## src/rtl/dmem_pkg.sv

```systemverilog
// Shared definitions for the data-memory port arbiter: FSM encodings,
// port indices and data width.
package dmem_pkg;

  localparam int DATA_W    = 8;
  localparam int PORT_CPU  = 0;
  localparam int PORT_DMA  = 1;
  localparam int NUM_PORTS = 2;

  typedef enum logic {
    ARB      = 1'b0,
    DMA_LOCK = 1'b1
  } state_t;

endpackage

```

## src/rtl/dmem_rd_capture.sv

```systemverilog
// Per-port read-return register: captures memory data on a granted read and
// pulses rvalid for the following cycle. rdata holds until the next read.
module dmem_rd_capture
  import dmem_pkg::*;
(
  input  logic              clock,
  input  logic              reset,
  input  logic              capture,
  input  logic [DATA_W-1:0] mem_read_data,
  output logic [DATA_W-1:0] rdata,
  output logic              rvalid
);

  logic [DATA_W-1:0] rdata_reg;
  logic              rvalid_reg;

  always_ff @(posedge clock or posedge reset) begin
    if (reset) begin
      rdata_reg  <= '0;
      rvalid_reg <= 1'b0;
    end else begin
      rvalid_reg <= capture;
      if (capture) begin
        rdata_reg <= mem_read_data;
      end
    end
  end

  assign rdata  = rdata_reg;
  assign rvalid = rvalid_reg;

endmodule

```

## src/rtl/dmem_port_arbiter.sv

```systemverilog
// CPU/DMA arbiter for the single-port data memory. CPU has priority, DMA is
// forced through after a run of CPU wins and may lock the port for bursts.
module dmem_port_arbiter
  import dmem_pkg::*;
#(
  parameter int ADDRESS_LINE = 8,
  parameter int STARVE_LIMIT = 4,
  parameter int LOCK_MAX     = 8
) (
  input  logic                    clock,
  input  logic                    reset,
  input  logic                    cpu_req,
  input  logic                    cpu_we,
  input  logic [ADDRESS_LINE-1:0] cpu_addr,
  input  logic [DATA_W-1:0]       cpu_wdata,
  output logic                    cpu_gnt,
  output logic                    cpu_stall,
  output logic [DATA_W-1:0]       cpu_rdata,
  output logic                    cpu_rvalid,
  input  logic                    dma_req,
  input  logic                    dma_we,
  input  logic [ADDRESS_LINE-1:0] dma_addr,
  input  logic [DATA_W-1:0]       dma_wdata,
  input  logic                    dma_lock,
  output logic                    dma_gnt,
  output logic [DATA_W-1:0]       dma_rdata,
  output logic                    dma_rvalid,
  output logic [ADDRESS_LINE-1:0] mem_address,
  output logic [DATA_W-1:0]       mem_write_data,
  output logic                    mem_write,
  output logic                    mem_read,
  input  logic [DATA_W-1:0]       mem_read_data
);

  localparam int STARVE_W    = $clog2(STARVE_LIMIT + 1);
  localparam int LOCK_W      = $clog2(LOCK_MAX + 1);
  localparam bit LOCK_ENABLE = (LOCK_MAX > 1);

  state_t                  state_reg, state_next;
  logic [STARVE_W-1:0]     starve_cnt_reg, starve_cnt_next;
  logic [LOCK_W-1:0]       lock_cnt_reg, lock_cnt_next;
  logic                    dma_forced;

  logic [NUM_PORTS-1:0]    req, we, gnt, rvalid;
  logic [ADDRESS_LINE-1:0] addr  [NUM_PORTS];
  logic [DATA_W-1:0]       wdata [NUM_PORTS];
  logic [DATA_W-1:0]       rdata [NUM_PORTS];

  assign req[PORT_CPU]   = cpu_req;
  assign we[PORT_CPU]    = cpu_we;
  assign addr[PORT_CPU]  = cpu_addr;
  assign wdata[PORT_CPU] = cpu_wdata;
  assign req[PORT_DMA]   = dma_req;
  assign we[PORT_DMA]    = dma_we;
  assign addr[PORT_DMA]  = dma_addr;
  assign wdata[PORT_DMA] = dma_wdata;

  always_ff @(posedge clock or posedge reset) begin
    if (reset) begin
      state_reg      <= ARB;
      starve_cnt_reg <= '0;
      lock_cnt_reg   <= '0;
    end else begin
      state_reg      <= state_next;
      starve_cnt_reg <= starve_cnt_next;
      lock_cnt_reg   <= lock_cnt_next;
    end
  end

  // A lock of length one is just the ARB grant, so the lock state is skipped.
  always_comb begin
    state_next    = state_reg;
    lock_cnt_next = lock_cnt_reg;
    case (state_reg)
      ARB: begin
        lock_cnt_next = '0;
        if (LOCK_ENABLE && gnt[PORT_DMA] && dma_lock) begin
          state_next    = DMA_LOCK;
          lock_cnt_next = LOCK_W'(1);
        end
      end
      DMA_LOCK: begin
        lock_cnt_next = lock_cnt_reg + LOCK_W'(1);
        if (!req[PORT_DMA] || !dma_lock || lock_cnt_next == LOCK_W'(LOCK_MAX)) begin
          state_next    = ARB;
          lock_cnt_next = '0;
        end
      end
      default: begin
        state_next    = ARB;
        lock_cnt_next = '0;
      end
    endcase

    starve_cnt_next = starve_cnt_reg;
    if (gnt[PORT_DMA] || !req[PORT_DMA]) begin
      starve_cnt_next = '0;
    end else if (gnt[PORT_CPU] && starve_cnt_reg < STARVE_W'(STARVE_LIMIT)) begin
      starve_cnt_next = starve_cnt_reg + STARVE_W'(1);
    end
  end

  assign dma_forced = (starve_cnt_reg == STARVE_W'(STARVE_LIMIT));

  always_comb begin
    gnt = '0;
    if (!reset) begin
      case (state_reg)
        ARB: begin
          if (req[PORT_DMA] && (!req[PORT_CPU] || dma_forced)) begin
            gnt[PORT_DMA] = 1'b1;
          end else if (req[PORT_CPU]) begin
            gnt[PORT_CPU] = 1'b1;
          end
        end
        DMA_LOCK: gnt[PORT_DMA] = req[PORT_DMA];
        default:  gnt = '0;
      endcase
    end
  end

  always_comb begin
    mem_address    = '0;
    mem_write_data = '0;
    if (gnt[PORT_DMA]) begin
      mem_address    = addr[PORT_DMA];
      mem_write_data = wdata[PORT_DMA];
    end else if (gnt[PORT_CPU]) begin
      mem_address    = addr[PORT_CPU];
      mem_write_data = wdata[PORT_CPU];
    end
  end

  assign mem_write = |(gnt & we);
  assign mem_read  = |(gnt & ~we);

  generate
    for (genvar gi = 0; gi < NUM_PORTS; gi++) begin : g_capture
      dmem_rd_capture u_capture (
        .clock         (clock),
        .reset         (reset),
        .capture       (gnt[gi] & ~we[gi]),
        .mem_read_data (mem_read_data),
        .rdata         (rdata[gi]),
        .rvalid        (rvalid[gi])
      );
    end
  endgenerate

  assign cpu_gnt    = gnt[PORT_CPU];
  assign cpu_stall  = cpu_req & ~gnt[PORT_CPU];
  assign cpu_rdata  = rdata[PORT_CPU];
  assign cpu_rvalid = rvalid[PORT_CPU];
  assign dma_gnt    = gnt[PORT_DMA];
  assign dma_rdata  = rdata[PORT_DMA];
  assign dma_rvalid = rvalid[PORT_DMA];

endmodule

```

## config.mk

```make
export PLATFORM = sky130hd
export DESIGN_NAME = dmem_port_arbiter
export DESIGN_NICKNAME = d
export VERILOG_FILES = /design/src/rtl/dmem_pkg.sv /design/src/rtl/dmem_rd_capture.sv /design/src/rtl/dmem_port_arbiter.sv
export SDC_FILE = /design/constraint.sdc
export NUM_CORES = 1
export LEC_CHECK = 0
export CORE_MARGIN = 2
export CORE_UTILIZATION = 37
export DETAILED_ROUTE_END_ITERATION = 8
export GPL_TIMING_DRIVEN = 0
export HOLD_SLACK_MARGIN = 0.03
export PLACE_DENSITY_LB_ADDON = 0.1
export RECOVER_POWER = 50
export SETUP_SLACK_MARGIN = 0.2
export SYNTH_ARGS = -nofsm -noshare
export SYNTH_HDL_FRONTEND = slang
export SYNTH_SLANG_ARGS = --single-unit
```

## constraint.sdc

```tcl
create_clock -name clock -period 2.4 [get_ports clock]
set_clock_uncertainty 0.15 [all_clocks]
set_input_delay 0.48 -clock clock [delete_from_list [all_inputs] [get_ports clock]]
set_output_delay 0.48 -clock clock [all_outputs]
set_load 0.02 [all_outputs]
```

# == Word level (Yosys, flattened, before mapping) ==
# Cells that the tools add are included.
# totals
ff_bits,26
inputBits,47
output_inout_bits,39
wordCells,53
# op_classes
n_addsub,2
order_cmp,1
n_eq_ne,2
n_mux,18
bitwise_logic,10
n_reduce_logical,13
# ops
op,count
two-way mux 8 bit,4
case mux 4 bit (2 select lines),1
two-way mux 1 bit,7
two-way mux 3 bit,2
adder 4 x 1 -> 4 bit (second input constant),1
bitwise AND 2 bit,2
equality test 4 bit (second input constant),1
logical OR 1 bit,4
two-way mux 4 bit,1
NOT 1 bit,4
case mux 1 bit (2 select lines),2
OR reduction 2 bit,2
adder 3 x 1 -> 3 bit (second input constant),1
bitwise AND 1 bit,3
equality test 3 bit (second input constant),1
logical AND 1 bit,3
zero test 1 bit,3
less-than comparator 3 bit (second input constant),1
two-way mux 2 bit,1
NOT 2 bit,1
nonzero test 2 bit,1

# == Longest topological paths before layout ==
# logic_depth
depth_word,9
depth_mapped,6
ltp_nobuf,5

# == Modules after synthesis ==
# A second synthesis with hierarchy kept.
# hier_totals
cells_unflattened,116
hier_area_um2,1507.7
# modules_own_cells
mod,instances,cells_per_inst,area_each_um2,seq_area_each_um2
dmem_port_arbiter,1,78,787.0,200.2
dmem_rd_capture,2,19,360.3,225.2

# == Worst setup path before layout ==
# No wires, ideal clock.
# synth_timing
path_kind,input to output
startpoint,in reset
endpoint,out mem_address[0]
t_arrival_ns,1.772
t_required_ns,1.770
setup_slack_ns,-0.002
path_stages,4
path_buffers,1
path_cell_list,or3b_4 > a31oi_2 > buf_2 > a22o_1
# synth_between
elab_chain_cells,3
# synth_rtl
item,line_no,rtl
start: declaration,dmem_port_arbiter.sv:11,"input logic reset,"
two-way mux 2 bit,dmem_port_arbiter.sv:107,if (!reset) begin
via cpu_gnt,dmem_port_arbiter.sv:16,"output logic cpu_gnt,"
two-way mux 8 bit,dmem_port_arbiter.sv:128,end else if (gnt[PORT_CPU]) begin
two-way mux 8 bit,dmem_port_arbiter.sv:125,if (gnt[PORT_DMA]) begin
end: declaration,dmem_port_arbiter.sv:28,"output logic [ADDRESS_LINE-1:0] mem_address,"
# The timed path passes the listed nets, and every way through them passes these cells.

# == Worst setup path after layout ==
# layout_timing
startpoint,reg state_reg
endpoint,out mem_address[3]
# layout_between
elab_chain_cells,4
word_cells_on_any_way,6
classes_between,mux: 5; bitwise: 1
# layout_rtl
item,line_no,rtl
start: declaration,dmem_port_arbiter.sv:39,"state_t state_reg, state_next;"
start signal: assignment,dmem_port_arbiter.sv:64,state_reg <= state_next;
NOT 1 bit or two-way mux 1 bit (tied branches),-,
case mux 1 bit (2 select lines) or two-way mux 2 bit (tied branches),"dmem_port_arbiter.sv:108, dmem_port_arbiter.sv:107",
two-way mux 2 bit *,dmem_port_arbiter.sv:107,
two-way mux 8 bit *,dmem_port_arbiter.sv:125,
# Mark *: on every way between the ends. The rest lies on a longest branch, timed or not.

==> Flow_metrics.wiki <==
{| class="wikitable"
! Metric !! Value
|-
| Pwr dens || about 570 nW/um^2
|-
| Vertical die dimension || 65.08 um
|-
| Element type at the critical path end || primary output
|-
| Die Width || ~65 um
|-
| Number of logic stages on the critical path including buffering || 5
|-
| Number of buffers created by CTS || 3
|-
| Clock tree from TritonCTS || yes
|-
| Post-placement cell count || 241
|-
| Total of hold buffers inserted after clock tree synthesis || 0
|-
| Fraction of layout cells with a size suffix above 1 || 32.06%
|-
| Result of the run || complete, but fails checks
|-
| Worst hold margin || ~0.33 ns
|-
| Total number of nets in the final design || roughly 260
|-
| Core region area || 3633 sq um
|-
| Cell type with the largest total area after synthesis || sky130_fd_sc_hd__dfrtp_1
|-
| Unrepaired setup endpoints after global routing || yes
|-
| Distinct cell type count after synthesis || 37
|-
| Initial antenna violation count || 0
|-
| Violations in the final reports || negative setup slack
|-
| Number of cell rows || 22
|-
| Buf/Inv on CP || 2
|-
| Residual DRC count || 0
|-
| Final number of hold-violating endpoints || 0
|-
| Quantity of I/O buffers inserted on ports || 84
|-
| Full die area || ~4200 sq um
|-
| Critical Path Most Common Cell || sky130_fd_sc_hd__buf_6
|-
| Max-Cap Viols || 0
|-
| ANT nets after route || 0
|-
| Fin cells || 257
|-
| Largest net degree at the start of global routing || 28
|-
| Final cell utilization of the core || a little under 70%
|-
| Routed Wire Length || 4514 um
|-
| Number of clock sinks || 26
|-
| Sequential element share of the synthesized area || a little under half
|-
| Least setup slack across all paths after layout || -0.06026 ns
|-
| Number of ports placed on the die boundary || 86
|-
| Maximum fanout along the worst path || 5
|-
| Largest delay share family, worst path || compound AO/OA/AOI/OAI gates
|-
| Clock slew seen by the registers of the worst setup and hold paths || approximately 0.10 ns
|-
| Post-detail-place hpwl || approximately 3200 um
|-
| Met1 wire length || between 1500 and 2000 um
|-
| Total GRT Usage || between 20% and 30%
|-
| Post-synthesis sequential element count || 26
|-
| Number of buffers on the longest clock path || 2
|-
| Wire length of the first global-routing pass || roughly 6800 um
|-
| Synthesized Nets || 160
|-
| Achievable clock frequency || 0.4065 GHz
|-
| Worst path slowest cell || sky130_fd_sc_hd__dfrtp_2
|-
| Placed standard-cell area || 2297 sq um
|-
| Met2 routed wirelength || approximately 2600 um
|-
| Via count of the first global-routing pass || between 1k and 1.5k
|-
| Mean cell area of the mapped netlist || about 13 sq um
|-
| Insertion delay to the later sink of the worst-skew pair || approximately 0.28 ns
|-
| Post-route fraction of the period consumed by the critical path || 102.5%
|-
| Overall power || approximately 1.4 mW
|-
| Number of search-and-repair iterations in the first detailed-routing pass || 4
|-
| P&R area growth vs syn || 82.68%
|-
| Synthesized instance count || approximately 110
|-
| Leading cell type in the layout, fill and taps excluded || sky130_fd_sc_hd__clkdlybuf4s50_1
|-
| Slew at the pin with the worst max-slew slack || just over 1 ns
|-
| Metal3 WL || about 140 um
|-
| IR drop worst, VDD || approximately 0.47 mV
|-
| Routed length per instance || approximately 18 um
|-
| # setup viols final || 17
|-
| Post-route design area || approximately 2500 sq um
|-
| Count of inserted antenna diode cells || 0
|-
| Type of the worst setup path || reg2out
|-
| Violation count after the first detailed-routing iteration || 18
|-
| Netlist area before placement || about 1400 sq um
|-
| Most used flip-flop cell after synthesis || sky130_fd_sc_hd__dfrtp_1
|-
| Share of synthesized registers carrying an async set or reset || 100.0%
|-
| Number of flops mapped to enable cells by yosys || 0
|-
| Max incr delay on CP || between 0.4 and 0.5 ns
|-
| Min Tclk post-route || between 2 and 2.5 ns
|-
| Final number of max-transition violations || 0
|-
| Critical Path, Cell by Cell || or3b_4, a31oi_4, buf_6, a22o_1, buf_6
|-
| Final estimated routing congestion in global placement || roughly 0.70
|-
| Slew headroom || a little under a third
|-
| Top area cells in the synthesized netlist || sky130_fd_sc_hd__dfrtp_1 (47%), sky130_fd_sc_hd__mux2_2 (13%), sky130_fd_sc_hd__a22o_1 (11%)
|-
| Overall via count from detail_route || about 1.3k
|-
| Total number of H-tree levels || 1
|-
| Top library cells by usage in the layout, fill and taps aside || sky130_fd_sc_hd__clkdlybuf4s50_1 (61), sky130_fd_sc_hd__dfrtp_1 (25), sky130_fd_sc_hd__buf_6 (23)
|-
| Worst Path Arrival || approximately 1.8 ns
|-
| Area fraction of the dominant cell type after synthesis || 47.14%
|-
| Worst-case reg-to-reg path depth || 4
|-
| Uppermost routed layer || met4
|-
| Overflow left after global routing || 0
|-
| Max FFs per register || 16
|-
| Critical path launch point type || flop
|-
| Req. time, crit path || ~1.8 ns
|-
| Warnings, synthesis || 0
|-
| Via density per instance || approximately 5.2
|-
| Worst Hold Class || in2async
|-
| Clock root buffer || sky130_fd_sc_hd__clkbuf_8
|-
| Static leakage power || ~1.1 nW
|-
| Initial Utilization || 37.98%
|}
[final cells by class]
class,instances,area (sq um)
clock buffer,3,41.29
buffer,4,51.30
sequential,26,651.9
timing repair buffer,96,938.4
clock inverter,1,30.03
fill,284,1112
inverter,4,15.01
tap,48,60.06
multi-input combinational,75,733.2
[through the flow]
step / setup slack (ns) / TNS [ns]
2_1_floorplan: 0.1612 / 0
3_3_place_gp: -0.9990 / -19.04
3_5_place_dp: -1.057 / -21.59
4_1_cts: -0.05926 / -0.7163
5_1_grt: -0.1246 / -1.763
6_report: -0.06026 / -0.7002
[metal layers]
layer | track usage (%) | vias up
met2 | 40.08 | 42
met5 | 0 | -
met3 | 3.125 | 20
li1 | - | 617
met1 | 22.09 | 665
met4 | 12.50 | 0
[logic make-up after synthesis]
kind of cell               count (synthesis)  synth area share (%)
AOI/OAI and AO/OA                         31                 20.76
DFF                                       26                 47.14
and+or+nand+nor                           21                 10.61
muxes                                     17                 13.78
buffers and inverters                      8                 2.810
adders and majority gates                  4                 3.627
xor gates and xnor gates                   2                 1.269
[power by group]
part           internal, mW  leakage (nW)  total [mW]  switching [mW]
sequential            0.501         0.327       0.535          0.0338
combinational         0.298         0.715       0.530           0.232
clock                 0.223        0.0357       0.371           0.148
total                  1.02          1.08        1.44           0.413
[repair_timing]
action / 4_1_cts / 5_1_grt
gates resized for setup: 148 / 2
pin swaps: 7 / 5
cloned: 2 / 0
setup buffers: 9 / 1
endpoints found under the setup margin: 31 / 21
[synthesized netlist by cell type, types with 2 or more instances]
cell,instances
sky130_fd_sc_hd__dfrtp_1,26
sky130_fd_sc_hd__a22o_1,17
sky130_fd_sc_hd__mux2_2,16
sky130_fd_sc_hd__ha_1,4
sky130_fd_sc_hd__inv_1,4
sky130_fd_sc_hd__a21oi_1,3
sky130_fd_sc_hd__nor3b_1,3
sky130_fd_sc_hd__clkbuf_1,2
sky130_fd_sc_hd__nand2_1,2
sky130_fd_sc_hd__nand2b_1,2
sky130_fd_sc_hd__nor4b_1,2
sky130_fd_sc_hd__o21a_1,2
sky130_fd_sc_hd__xnor2_1,2
[worst paths after layout]
path / slack (ns) / end / from
max in group asynchronous: 1.09 / state_reg$_DFF_PP0_ / reset
hold reg to reg: 0.36 / g_capture[1].u_capture.rdata[4]$_DFFE_PP0P_ / g_capture[1].u_capture.rdata[4]$_DFFE_PP0P_
min in group clock: 0.34 / starve_cnt_reg[1]$_DFFE_PP0P_ / dma_req
hold / removal: 0.33 / lock_cnt_reg[2]$_DFF_PP0_ / reset
setup / recovery: -0.06 / mem_address[3] / state_reg$_DFF_PP0_
setup reg to reg: 0.11 / g_capture[0].u_capture.rdata[2]$_DFFE_PP0P_ / state_reg$_DFF_PP0_
No activity file was read; power rests on OpenSTA's default activity.
